## src/rtl/rdm_threshold_detect_if.sv

```systemverilog
// AXI-Stream amplitude channel into rdm_threshold_detect (second pass over the RDM).
interface rdm_threshold_detect_if;
  logic        s_axis_tvalid;
  logic        s_axis_tready;
  logic [31:0] s_axis_tdata;
  logic        s_axis_tlast;

  modport master (output s_axis_tvalid, s_axis_tdata, s_axis_tlast, input s_axis_tready);
  modport slave  (input s_axis_tvalid, s_axis_tdata, s_axis_tlast, output s_axis_tready);
endinterface

```

## src/rtl/rdm_threshold_detect.sv

```systemverilog
// Per-row CFAR threshold compare over the RDM amplitude stream, with detection count and error flags.
// Optional macro RDM_DET_LOCAL_PEAK_EN adds a local-peak (left/right neighbour) qualifier.
module rdm_threshold_detect #(
  parameter int ROW_LEN       = 32,
  parameter int NUM_ROWS      = 2048,
  parameter int ROW_W         = 12,
  parameter int COL_W         = 8,
  parameter int TH_FIFO_DEPTH = 16
) (
  input  logic                 clk_100mhz,
  input  logic                 reset_n,
  input  logic                 th_vld,
  input  logic [15:0]          th_data,
  rdm_threshold_detect_if.slave axis,
  output logic                 det_vld,
  output logic [31:0]          det_amp,
  output logic [ROW_W-1:0]     det_row,
  output logic [COL_W-1:0]     det_col,
  output logic                 frame_done,
  output logic [15:0]          det_count,
  output logic                 th_ovf,
  output logic                 frame_err,
  input  logic                 clr_err
);
  localparam int AW = $clog2(TH_FIFO_DEPTH);

  typedef enum logic [2:0] {WAIT_TH, LOAD, RUN, FLUSH, DONE} state_t;
  state_t state;

  logic [15:0]      fifo_mem [TH_FIFO_DEPTH];
  logic [AW:0]      wr_ptr, rd_ptr;
  logic             fifo_empty, fifo_full, push, pop, flush;
  logic             tready, accept, row_end, final_cell;
  logic             frame_end, frame_early;
  logic [15:0]      thr, hit_cnt;
  logic [ROW_W-1:0] row;
  logic [COL_W-1:0] col;
`ifdef RDM_DET_LOCAL_PEAK_EN
  logic [31:0]      left_amp_p1, cand_amp_p1;
  logic [COL_W-1:0] cand_col_p1;
`endif

  function automatic logic above(input logic [31:0] amp, input logic [15:0] th);
    return amp > {16'b0, th};
  endfunction

  function automatic logic [15:0] sat_inc(input logic [15:0] c);
    return (c == 16'hFFFF) ? c : c + 16'd1;
  endfunction

`ifdef RDM_DET_LOCAL_PEAK_EN
  function automatic logic is_peak(input logic [31:0] amp, input logic [31:0] left,
                                   input logic [31:0] right, input logic [15:0] th);
    return above(amp, th) && (amp >= left) && (amp > right);
  endfunction
`endif

  assign fifo_empty = (wr_ptr == rd_ptr);
  assign fifo_full  = (wr_ptr[AW] != rd_ptr[AW]) && (wr_ptr[AW-1:0] == rd_ptr[AW-1:0]);
  assign push       = th_vld && !fifo_full;
  assign pop        = (state == LOAD);
  assign flush      = (state == DONE) && frame_early;

  assign axis.s_axis_tready = tready;
  assign accept     = axis.s_axis_tvalid && tready;
  assign row_end    = (col == COL_W'(ROW_LEN - 1));
  assign final_cell = row_end && (row == ROW_W'(NUM_ROWS - 1));

  always_ff @(posedge clk_100mhz) begin
    if (push) fifo_mem[wr_ptr[AW-1:0]] <= th_data;
  end

  always_ff @(posedge clk_100mhz or negedge reset_n) begin
    if (!reset_n) begin
      wr_ptr <= '0;
      rd_ptr <= '0;
    end else begin
      if (push) wr_ptr <= wr_ptr + (AW+1)'(1);
      // Dropping everything queued after an early tlast keeps the next frame aligned to row 0.
      if (flush)    rd_ptr <= wr_ptr;
      else if (pop) rd_ptr <= rd_ptr + (AW+1)'(1);
    end
  end

  always_ff @(posedge clk_100mhz or negedge reset_n) begin
    if (!reset_n) begin
      state       <= WAIT_TH;
      tready      <= 1'b0;
      thr         <= '0;
      row         <= '0;
      col         <= '0;
      frame_end   <= 1'b0;
      frame_early <= 1'b0;
      hit_cnt     <= '0;
      det_vld     <= 1'b0;
      det_amp     <= '0;
      det_row     <= '0;
      det_col     <= '0;
      frame_done  <= 1'b0;
      det_count   <= '0;
      th_ovf      <= 1'b0;
      frame_err   <= 1'b0;
`ifdef RDM_DET_LOCAL_PEAK_EN
      left_amp_p1 <= '0;
      cand_amp_p1 <= '0;
      cand_col_p1 <= '0;
`endif
    end else begin
      det_vld    <= 1'b0;
      frame_done <= 1'b0;

      if (th_vld && fifo_full) th_ovf <= 1'b1;
      else if (clr_err)        th_ovf <= 1'b0;

      // tlast must coincide exactly with the final cell of the frame.
      if (accept && (axis.s_axis_tlast != final_cell)) frame_err <= 1'b1;
      else if (clr_err)                                frame_err <= 1'b0;

`ifdef RDM_DET_LOCAL_PEAK_EN
      // Stage p1: hold one candidate until its right neighbour (or row end) is known.
      if (accept) begin
        if (col != '0 && is_peak(cand_amp_p1, left_amp_p1, axis.s_axis_tdata, thr)) begin
          det_vld <= 1'b1;
          det_amp <= cand_amp_p1;
          det_row <= row;
          det_col <= cand_col_p1;
          hit_cnt <= sat_inc(hit_cnt);
        end
        left_amp_p1 <= (col == '0) ? '0 : cand_amp_p1;
        cand_amp_p1 <= axis.s_axis_tdata;
        cand_col_p1 <= col;
      end
      if (state == FLUSH && is_peak(cand_amp_p1, left_amp_p1, 32'd0, thr)) begin
        det_vld <= 1'b1;
        det_amp <= cand_amp_p1;
        det_row <= row;
        det_col <= cand_col_p1;
        hit_cnt <= sat_inc(hit_cnt);
      end
`else
      if (accept && above(axis.s_axis_tdata, thr)) begin
        det_vld <= 1'b1;
        det_amp <= axis.s_axis_tdata;
        det_row <= row;
        det_col <= col;
        hit_cnt <= sat_inc(hit_cnt);
      end
`endif

      case (state)
        WAIT_TH: if (!fifo_empty) state <= LOAD;
        LOAD: begin
          thr    <= fifo_mem[rd_ptr[AW-1:0]];
          tready <= 1'b1;
          state  <= RUN;
        end
        RUN: if (accept) begin
          col <= col + COL_W'(1);
          if (axis.s_axis_tlast) frame_end <= 1'b1;
          if (axis.s_axis_tlast && !final_cell) frame_early <= 1'b1;
          if (row_end || axis.s_axis_tlast) begin
            tready <= 1'b0;
            state  <= FLUSH;
          end
        end
        FLUSH: begin
          col <= '0;
          if (frame_end || row == ROW_W'(NUM_ROWS - 1)) begin
            state <= DONE;
          end else begin
            row   <= row + ROW_W'(1);
            state <= WAIT_TH;
          end
        end
        DONE: begin
          frame_done  <= 1'b1;
          det_count   <= hit_cnt;
          hit_cnt     <= '0;
          row         <= '0;
          frame_end   <= 1'b0;
          frame_early <= 1'b0;
          state       <= WAIT_TH;
        end
        default: state <= WAIT_TH;
      endcase
    end
  end
endmodule

```

## src/flat_wrapper.sv

```systemverilog
// flat-port wrapper written by rule: the top's interface ports become plain ports
module rdm_threshold_detect_flat 
#(
  parameter int ROW_LEN       = 32,
  parameter int NUM_ROWS      = 2048,
  parameter int ROW_W         = 12,
  parameter int COL_W         = 8,
  parameter int TH_FIFO_DEPTH = 16
)
  (clk_100mhz, reset_n, th_vld, th_data, det_vld, det_amp, det_row, det_col, frame_done, det_count, th_ovf, frame_err, clr_err, axis_s_axis_tvalid, axis_s_axis_tdata, axis_s_axis_tlast, axis_s_axis_tready);
  rdm_threshold_detect_if axis_i ();
  input  logic clk_100mhz;
  input  logic reset_n;
  input  logic th_vld;
  input  logic [15:0] th_data;
  output logic det_vld;
  output logic [31:0] det_amp;
  output logic [ROW_W-1:0] det_row;
  output logic [COL_W-1:0] det_col;
  output logic frame_done;
  output logic [15:0] det_count;
  output logic th_ovf;
  output logic frame_err;
  input  logic clr_err;
  input wire logic [$bits(axis_i.s_axis_tvalid)-1:0] axis_s_axis_tvalid;
  input wire logic [$bits(axis_i.s_axis_tdata)-1:0] axis_s_axis_tdata;
  input wire logic [$bits(axis_i.s_axis_tlast)-1:0] axis_s_axis_tlast;
  output wire logic [$bits(axis_i.s_axis_tready)-1:0] axis_s_axis_tready;
  assign axis_i.s_axis_tvalid = axis_s_axis_tvalid;
  assign axis_i.s_axis_tdata = axis_s_axis_tdata;
  assign axis_i.s_axis_tlast = axis_s_axis_tlast;
  assign axis_s_axis_tready = axis_i.s_axis_tready;
  rdm_threshold_detect #(.ROW_LEN(ROW_LEN), .NUM_ROWS(NUM_ROWS), .ROW_W(ROW_W), .COL_W(COL_W), .TH_FIFO_DEPTH(TH_FIFO_DEPTH)) u_core (.clk_100mhz(clk_100mhz), .reset_n(reset_n), .th_vld(th_vld), .th_data(th_data), .axis(axis_i), .det_vld(det_vld), .det_amp(det_amp), .det_row(det_row), .det_col(det_col), .frame_done(frame_done), .det_count(det_count), .th_ovf(th_ovf), .frame_err(frame_err), .clr_err(clr_err));
endmodule
```

## config.mk

```make
export PLATFORM = sky130hd
export DESIGN_NAME = rdm_threshold_detect_flat
export DESIGN_NICKNAME = d
export VERILOG_FILES = /design/src/rtl/rdm_threshold_detect_if.sv /design/src/rtl/rdm_threshold_detect.sv /design/src/flat_wrapper.sv
export SDC_FILE = /design/constraint.sdc
export NUM_CORES = 1
export LEC_CHECK = 0
export BUFFER_PORTS_ARGS = -buffer_cell sky130_fd_sc_hd__buf_2
export CAP_MARGIN = 20
export CORE_AREA = 2 2 148 179
export DETAILED_ROUTE_END_ITERATION = 7
export DIE_AREA = 0 0 150 181
export GPL_TIMING_DRIVEN = 0
export HOLD_SLACK_MARGIN = 0.06
export PLACE_DENSITY = 0.81
export SLEW_MARGIN = 20
export SYNTH_ARGS = -nofsm -noshare
export SYNTH_HDL_FRONTEND = slang
export SYNTH_SLANG_ARGS = --single-unit
```

## constraint.sdc

```tcl
create_clock -name clk_100mhz -period 5.6 [get_ports clk_100mhz]
set_clock_uncertainty 0.05 [all_clocks]
set_input_delay 0.84 -clock clk_100mhz [delete_from_list [all_inputs] [get_ports clk_100mhz]]
set_output_delay 0.84 -clock clk_100mhz [all_outputs]
set_load 0.05 [all_outputs]
```

==> results.toml, run 1 <==
[placed_design]
place_area_mm2 = 0.01736
gp_congestion = 0.8095
dp_slack_ps = 2307
dp_hpwl_um = 23870
portBuffers = 126

[timing]
tns_ps = 0
fmaxAchievable_ghz = 0.3146
tightest_slew_ps = 958.9
hold_viol = 0
max_slew_margin_pct = 35.94
finalCritPeriodShare_pct = 56.76
worst_slack_ps = 2421
finalSetupViolCount = 0
finalHoldWorstSlack_ps = 145.0
period_needed_ps = 3179
rsz0062_at_grt = "no"
finalMaxSlewViolations = 0

[critical_path]
path_cells = "clkbuf_1 > xnor2_1 > nand4_1 > nand2b_1 > and2_1 > clkbuf_1 > nand2_1 > nor3_2 > buf_6 > buf_4"
reg2reg_from = "u_core.rd_ptr[0]"
critPathMostFrequentCell = "clkbuf_1"
critPathKind = "reg -> reg"
worstSetupStartpointType = "register"
r2r_slack_ps = 2420
cp.arrival_ps = 3360
reg2reg_to = "u_core.fifo_mem[2][9]"
r2r_cells = 10
worstPathMaxFanout = 8
cpPeakStageDelay_ps = 650
cp.required_ps = 5780
endpoint_kind = "register"
worst_path_max_delay_cell = "nor3_2"

[grt]
grt_max_degree = 97
grt_pass1_vias = 9498
grt_usage_pct = 27.00
grt_overflow = 0
antenna_found_initial = 1
grt_pass1_wl_um = 54650

[yosys]
syn_nets = 1040
yosys_warnings = 0
yosysSeqAreaShare_pct = 69.94
async_reset_ff_share_pct = 35.35
post_synth_inst_count = 961
synth-main-ff-cell = "edfxtp_1"
synth-seq-cells = 396
synth_top_area_share_pct = 48.04
syn_avg_cell_area_um2 = 16.65
synth_area_leaders = "edfxtp_1 (48%), dfrtp_1 (22%), mux4_2 (11%), mux2_2 (3.5%), nand2_1 (2.4%)"
yosysUniqueCellTypes = 54
synth_area_mm2 = 0.01600
synth_top_area_cell = "edfxtp_1"
synth-edff-count = 256

[floorplanning]
core_area_mm2 = 0.02530
start_util_pct = 63.24
dieHeight_um = 181
die_w_um = 150
num_rows = 64
io_pins = 127
dieArea_mm2 = 0.02715

[layout]
fin_nets = 1225
drive_above_1_share_pct = 31.26
final_cell_mix = "edfxtp_1 (256), dfrtp_1 (140), buf_2 (137), nand2_1 (102), mux4_2 (80)"
area_growth_pct = 16.08
fin_area_mm2 = 0.01858
final_common_cell = "edfxtp_1"

[run_status]
status = "finished clean"

[drt]
drt-total-wl_um = 35430
vias_per_cell = 6.137
drt-initial-drc-count = 703
drt-pass1-iter-count = 5
ant_nets = 0
routed-via-count = 9218
drc = 0
post_drt_wl_per_cell_um = 23.59

[clocking]
root_buffer = "clkbuf_16"
cts_tree = "built"
ctsResizeCount = 0
post_cts_buffers = 0
cts_buffer_depth = 3
path_clk_slew_ps = 60
cts_hold_buf = 0
clk_latency_ps = 520
clock_sinks = 396
cts_buffers = 38
htreeDepth = 2

[power_and_ir_drop]
pwr_density_cell_mw_per_mm2 = 501.8
ir_drop_mv = 0.3275
total_power_mw = 9.321
total_leakage_power_nw = 7.183

[worst_hold_path]
worstHoldPathType = "in -> async"

[flow_run]
cap_violations = 0
logic make-up after synthesis:
logic type	Yosys count	synth area share, %
fa+ha+maj	25	1.955
mux	133	14.97
compound gates	73	2.745
simple gates	238	6.998
buf+inv	67	1.806
flops	396	69.94
xor+xnor	29	1.587
flip-flops by register name, indices dropped and copies added (netlist names), 8 cells and up:
register and flops:
u_core.fifo_mem 256, u_core.det_amp 32, u_core.det_count 16, u_core.hit_cnt 16, u_core.thr 16, u_core.det_row 12, u_core.row 12, u_core.col 8
u_core.det_col 8
power breakdown:
group / internal [mW] / total (mW) / switching, mW
Combinational: 1.16 / 2.99 / 1.83
Sequential: 3.59 / 3.82 / 0.230
Clock: 1.48 / 2.50 / 1.03
critical path, delay by kind of cell (launching register included):
kind / cells / cell delay (ps)
AND/OR/NAND/NOR: 5 / 1330
buffers and inverters: 4 / 1040
flip-flops: 1 / 360
XOR/XNOR: 1 / 120
cell type report:
type | count | area [µm²]
sequential | 396 | 11190
fill | 1491 | 6729
multi-input combinational | 498 | 4582
clock buffer | 57 | 1126
timing repair buffer | 145 | 882.1
tap | 330 | 412.9
buffer | 41 | 191.4
inverter | 26 | 97.59
clock inverter | 8 | 90.09
antenna | 1 | 2.502
routing by layer:
metal / vias up / GRT usage, % / part of all wire, %
met5: - / 0 / 0
met4: 0 / 8.755 / 3.0
met3: 76 / 5.177 / 6.3
met2: 372 / 48.51 / 54
met1: 4729 / 32.81 / 37
li1: 4041 / - / -
metrics by stage:
stage                     std cells  utilization [%]
after floorplan                 961                -
after detailed placement       1436            68.59
after global placement         1417            67.36
after global routing           1501            73.40
final                          1502            73.41
after CTS                      1501            73.40
Yosys cell counts, types with 7 or more instances:
cell / count
or3_1: 7
nor3_1: 10
mux4_2: 80
nor2_1: 46
mux2_2: 50
inv_1: 25
dfrtp_1: 140
a21oi_1: 20
ha_1: 25
nand2_1: 102
buf_2: 12
nand3_1: 22
nand4_1: 17
xor2_1: 15
clkbuf_1: 22
o21ai_0: 30
xnor2_1: 14
edfxtp_1: 256
how the worst max path moves through the flow:
stage | cells after the start | start | endpoint | slack, ps
6_report | 10 | u_core.rd_ptr[0] | u_core.fifo_mem[2][9] | 2420
5_1_grt | 10 | u_core.rd_ptr[0] | u_core.fifo_mem[2][9] | 2110
4_1_cts | 10 | u_core.rd_ptr[0] | u_core.fifo_mem[2][9] | 2360
3_5_place_dp | 9 | axis_s_axis_tdata[11] | u_core.hit_cnt[4] | 2310
3_3_place_gp | 8 | u_core.rd_ptr[0] | u_core.fifo_mem[3][9] | 1020
2_1_floorplan | 8 | u_core.rd_ptr[0] | u_core.fifo_mem[3][0] | 2640
Note: power is estimated with default switching activity, not from simulation.
==> inputs of run 2 (changes only) <==
CORE_AREA = 2 2 153 184   (was 2 2 148 179)
DIE_AREA = 0 0 155 186   (was 0 0 150 181)
PLACE_DENSITY = 0.77   (was 0.81)
clock period = 2.96 ns   (was 5.6 ns; I/O delays follow)
==> run 2 against run 1 <==
Effect of this change:
- first-iteration DRC count is 33% higher
- die area increased by 6.2%
- non-clock buffer count is 17 higher
- total power grew 92%
- clock power rose by 94%
- sequential power increased by 90%
- register-to-register slack worse by 2400 ps
==> results.toml, run 2 (synthesis gave the netlist of run 1 again) <==
[placed_design]
dp_hpwl_um = 23570
gp_congestion = 0.8155
dp_slack_ps = -186.8
portBuffers = 126

[clocking]
cts_buffer_depth = 3
root_buffer = "clkbuf_16"
cts_buffers = 39
path_clk_slew_ps = 60
clock_sinks = 396
htreeDepth = 2
clk_latency_ps = 530
cts_tree = "built"

[timing]
finalSetupViolCount = 0
fmaxAchievable_ghz = 0.3459
period_needed_ps = 2891
hold_viol = 0
finalMaxSlewViolations = 0
finalCritPeriodShare_pct = 97.66
worst_slack_ps = 69.15
rsz0062_at_grt = "yes"
tightest_slew_ps = 993.0
max_slew_margin_pct = 33.80
tns_ps = 0

[worst_hold_path]
hold_depth = 2
worstHoldPathType = "in -> reg"

[floorplanning]
start_util_pct = 59.26
dieArea_mm2 = 0.02883
core_area_mm2 = 0.02700
io_pins = 127
dieHeight_um = 186
num_rows = 66
die_w_um = 155

[layout]
drive_above_1_share_pct = 32.94
largest_register_ffs = 256
antenna_cells = 0
fillers = 1689
final_common_cell = "edfxtp_1"
area_growth_pct = 18.06
final_cell_mix = "edfxtp_1 (256), dfrtp_1 (140), buf_2 (137), nand2_1 (102), mux4_2 (80)"
fin_nets = 1243

[grt]
grt_usage_pct = 25.31
grt_max_degree = 80
antenna_found_initial = 1
grt_pass1_vias = 9531
grt_pass1_wl_um = 54430
grt_overflow = 0

[critical_path]
cpPeakStageDelay_ps = 570
cp.arrival_ps = 3230
critPathMostFrequentCell = "mux4_2"
worstSetupStartpointType = "register"
crit_path_end = "u_core.thr[15]"
reg2reg_to = "u_core.thr[15]"
worst_path_max_delay_cell = "buf_1"
r2r_slack_ps = 70
r2r_cells = 6
cp-startpoint = "u_core.rd_ptr[1]"
endpoint_kind = "register"
worstPathMaxFanout = 10
reg2reg_from = "u_core.rd_ptr[1]"
path_cells = "buf_1 > clkbuf_2 > mux4_2 > mux4_2 > nand2_1 > o21ai_0"
cp.required_ps = 3300
critPathKind = "reg -> reg"

[drt]
ant_nets = 0
drt-initial-drc-count = 933
drt-pass1-iter-count = 5
met3_length_um = 2259
topRoutingLayerUsed = "met5"
post_drt_wl_per_cell_um = 23.52
vias_per_cell = 6.090
wl_met2_um = 18890
met1_length_um = 13420
routed-via-count = 9336
drc = 0
drt-total-wl_um = 36060

[power_and_ir_drop]
pwr_density_cell_mw_per_mm2 = 947.5
total_leakage_power_nw = 7.335
ir_drop_mv = 0.6206

[flow_run]
cap_violations = 0

[run_status]
status = "finished clean"
[run 2: changes by cell type in the layout (fill, tap and decap cells not counted), moves of 5 or more]
cell / change
clkinv_1: +7
buf_6: +5
nor2_2: -10
nor2_4: +10
buf_4: +10
clkbuf_1: -13
[run 2: how the worst min path moves through the flow]
stage / endpoint / slack, ps / startpoint
after floorplan: u_core.axis.s_axis_tready / 100 / reset_n
after global placement: u_core.det_count[15] / 410 / u_core.det_count[15]
after detailed placement: u_core.det_count[4] / 370 / reset_n
after CTS: u_core.frame_err / 60 / clr_err
after global routing: u_core.th_ovf / 80 / clr_err
final: u_core.th_ovf / 70 / clr_err
[run 2: routing by layer]
metal,GRT usage [%],vias up
met5,0,-
li1,-,4082
met1,30.27,4715
met4,12.26,2
met3,3.888,93
met2,45.17,444
[run 2: repair_timing]
action	in CTS	in global routing
endpoints found under the setup margin	95	170
hold endpoints to repair	61	0
gates resized for setup	10	9
hold buffers	1	0
buffers inserted	5	11
pin swaps	3	4
[run 2: critical path, delay by kind of cell (launching register included)]
family	cells	cell delay [ps]
buffers and inverters	2	1060
muxes	2	920
DFF	1	500
and+or+nand+nor	1	100
AOI/OAI and AO/OA	1	110
[run 2: layout make-up]
type / count / area, µm² / area share, %
plain buffers: 40 / 192.7 / 1.020
clock buffers: 46 / 1044 / 5.524
clock inverters: 24 / 216.5 / 1.146
inverters: 26 / 97.59 / 0.5166
multi-input cells: 498 / 4657 / 24.65
flip-flops and latches: 396 / 11190 / 59.24
well taps: 340 / 425.4 / 2.252
repair buffers: 163 / 1069 / 5.656
[run 2: where the power goes]
group / leakage (nW) / internal (mW) / switching, mW
combinational: 2.62 / 2.26 / 3.54
clock: 0.611 / 2.79 / 2.06
sequential: 4.11 / 6.80 / 0.446
[run 2: stage by stage]
step	area [µm²]	utilization (%)	hold WS [ps]	cells	power, mW
after global routing	18890	69.96	75.74	1533	18.65
after CTS	18740	69.39	63.70	1523	17.89
after floorplan	16000	-	98.41	961	11.23
after global placement	17060	63.17	405.5	1427	12.65
after detailed placement	17390	64.39	366.5	1447	12.94
final	18890	69.96	74.09	1533	17.90
==> inputs of run 3 (changes only) <==
--- a/config.mk
+++ b/config.mk
@@ -6,12 +6,13 @@
 export NUM_CORES = 1
 export LEC_CHECK = 0
+export ABC_AREA = 1
 export BUFFER_PORTS_ARGS = -buffer_cell sky130_fd_sc_hd__buf_2
 export CAP_MARGIN = 20
-export CORE_AREA = 2 2 153 184
+export CORE_AREA = 2 2 165 199
 export DETAILED_ROUTE_END_ITERATION = 7
-export DIE_AREA = 0 0 155 186
+export DIE_AREA = 0 0 167 201
 export GPL_TIMING_DRIVEN = 0
 export HOLD_SLACK_MARGIN = 0.06
-export PLACE_DENSITY = 0.77
+export PLACE_DENSITY = 0.73
 export SLEW_MARGIN = 20
 export SYNTH_ARGS = -nofsm -noshare
==> constraint.sdc (replaced) <==
create_clock -name clk_100mhz -period 2.5 [get_ports clk_100mhz]
set_clock_uncertainty 0.05 [all_clocks]
set_input_delay 0.5 -clock clk_100mhz [delete_from_list [all_inputs] [get_ports clk_100mhz]]
set_output_delay 0.5 -clock clk_100mhz [all_outputs]
set_load 0.05 [all_outputs]
==> run 3 against run 2 <==
Effect of this change:
- the run now ends with negative setup slack left
- combinational power increased by 36%
- non-clock buffer count is 31 higher
- worst hold slack improved by 41 ps
==> results.toml, run 3 <==
[run_status]
status = "finished, violations left"
violations = "negative setup slack"

[clocking]
cts_tree = "built"
root_buffer = "clkbuf_16"
clock_sinks = 396
path_clk_slew_ps = 60
cts_buffers = 40
clk_latency_ps = 540
cts_buffer_depth = 3
htreeDepth = 2

[power_and_ir_drop]
ir_drop_mv = 0.7673
total_power_mw = 22.26
total_leakage_power_nw = 8.165
pwr_density_cell_mw_per_mm2 = 1125

[critical_path]
reg2reg_from = "u_core.rd_ptr[0]"
path_cells = "clkinv_1 > buf_2 > buf_1 > nor2_1 > o211ai_1 > nand3_1 > a22oi_1"
reg2reg_to = "u_core.thr[8]"
critPathKind = "reg -> reg"
worstSetupStartpointType = "register"
endpoint_kind = "register"
worstPathMaxFanout = 10
cp.required_ps = 2900
r2r_cells = 7
cpPeakStageDelay_ps = 550
r2r_slack_ps = -6
cp-startpoint = "u_core.rd_ptr[0]"
worst_path_max_delay_cell = "buf_1"
cp.arrival_ps = 2910

[grt]
grt_pass1_wl_um = 67270
grt_overflow = 0
grt_max_degree = 86
antenna_found_initial = 0
grt_usage_pct = 25.91
grt_pass1_vias = 12280

[timing]
tightest_slew_ps = 701.0
finalCritPeriodShare_pct = 100.2
tns_ps = -5.609
hold_viol = 0
period_needed_ps = 2506
max_slew_margin_pct = 53.27
finalMaxSlewViolations = 0
fmaxAchievable_ghz = 0.3991
worst_slack_ps = -5.609
finalSetupViolCount = 1

[yosys]
synth_top_area_share_pct = 45.72
syn_avg_cell_area_um2 = 10.70
synth_area_mm2 = 0.01681
yosysUniqueCellTypes = 40
yosysSeqAreaShare_pct = 66.55
yosys_warnings = 0
yosysMostFrequentCell = "nand2_1"
synth_top_area_cell = "edfxtp_1"
post_synth_inst_count = 1571
ys_top_cells_by_count = "nand2_1 (354), edfxtp_1 (256), nor2_1 (217)"
syn_nets = 1650
async_reset_ff_share_pct = 35.35
synth_area_leaders = "edfxtp_1 (46%), dfrtp_1 (21%), nand2_1 (7.9%), nor2_1 (4.8%), o21ai_0 (4.3%)"
synth-edff-count = 256
synth-main-ff-cell = "edfxtp_1"
synth-seq-cells = 396

[layout]
utilization_pct = 62.23
largest_register_ffs = 256
antenna_cells = 0
drive_above_1_share_pct = 16.57
final_cell_mix = "nand2_1 (351), edfxtp_1 (256), nor2_1 (200), buf_2 (156), o21ai_0 (144)"
fin_nets = 1851
area_growth_pct = 17.69
final_common_cell = "nand2_1"

[drt]
drt-total-wl_um = 43950
drt-initial-drc-count = 1487
ant_nets = 0
routed-via-count = 12510
vias_per_cell = 5.657
drc = 0
post_drt_wl_per_cell_um = 19.88
drt-pass1-iter-count = 6

[worst_hold_path]
worstHoldStart = "clr_err"
holdPathEnd = "u_core.frame_err"
worstHoldPathType = "in -> reg"
hold_depth = 2

[placed_design]
portBuffers = 126
dp_hpwl_um = 30000
gp_congestion = 0.9054

[floorplanning]
num_rows = 72
io_pins = 127
core_area_mm2 = 0.03180
dieHeight_um = 201
dieArea_mm2 = 0.03357
start_util_pct = 52.88
die_w_um = 167

[flow_run]
cap_violations = 0
## run 3: report_power, final
part           switching [mW]  internal (mW)  total [mW]  leakage (nW)
clock                    2.46           3.46        5.92         0.639
sequential              0.447           8.00        8.45          4.11
combinational            5.76           2.14        7.89          3.41
## run 3: cell type report
cell class / count / area (µm²)
Buffer: 75 / 349.1
Clock buffer: 50 / 1110
Clock inverter: 24 / 195.2
Fill cell: 2498 / 12010
Inverter: 92 / 345.3
Multi-Input combinational cell: 1008 / 5060
Sequential cell: 396 / 11190
Tap cell: 407 / 509.2
Timing Repair Buffer: 159 / 1030
## run 3: worst max path at each step
stage	to	slack, ps	cells past startpoint
CTS	u_core.fifo_mem[0][12]	-80	10
global route	u_core.fifo_mem[2][8]	-40	10
detailed placement	u_core.fifo_mem[6][13]	-230	9
finish	u_core.thr[8]	-6	7
floorplan	u_core.fifo_mem[11][0]	90	9
global placement	u_core.det_count[14]	-1140	1
## run 3: per-stage QoR
step                worst slack, ps  hold slack (ps)  std cells  cell area (µm²)
floorplan                     94.84            154.4       1571            16810
global placement              -1144            406.8       2104            17950
detailed placement           -229.4            405.7       2119            18230
CTS                          -84.88            95.64       2194            19580
global route                 -39.57            113.7       2211            19790
finish                       -5.609            115.2       2211            19790
## run 3: critical path: cells and delay by family (launching register included)
kind,cells,cell delay [ps]
simple gates,2,370
flops,1,420
compound gates,2,560
buf+inv,3,990
## run 3: repair_timing
item | in CTS | in global routing
endpoints found under the hold margin | 55 | 0
resized for setup | 7 | 17
pin swaps | 0 | 11
hold buffers | 1 | 0
buffers inserted | 0 | 17
endpoints found under the setup margin | 133 | 216
## run 3: cells by family (layout without fill, tap and decap cells)
group | count (synthesis) | in the layout | synth area share (%)
adder cells (fa/ha/maj) | 25 | 25 | 1.860
AO/OA/AOI/OAI | 256 | 256 | 8.833
AND/OR/NAND/NOR | 696 | 696 | 17.04
flip-flops | 396 | 396 | 66.55
buffers and inverters | 167 | 400 | 4.100
XOR/XNOR | 31 | 31 | 1.615
## run 3: per-layer routing
| metal | wire, µm | vias up | track usage [%] |
|---|---|---|---|
| met5 | 0 | - | 0 |
| met4 | 2407 | 0 | 13.61 |
| met3 | 3557 | 137 | 4.436 |
| met2 | 21200 | 599 | 43.28 |
| met1 | 16790 | 6003 | 32.46 |
| li1 | - | 5768 | - |
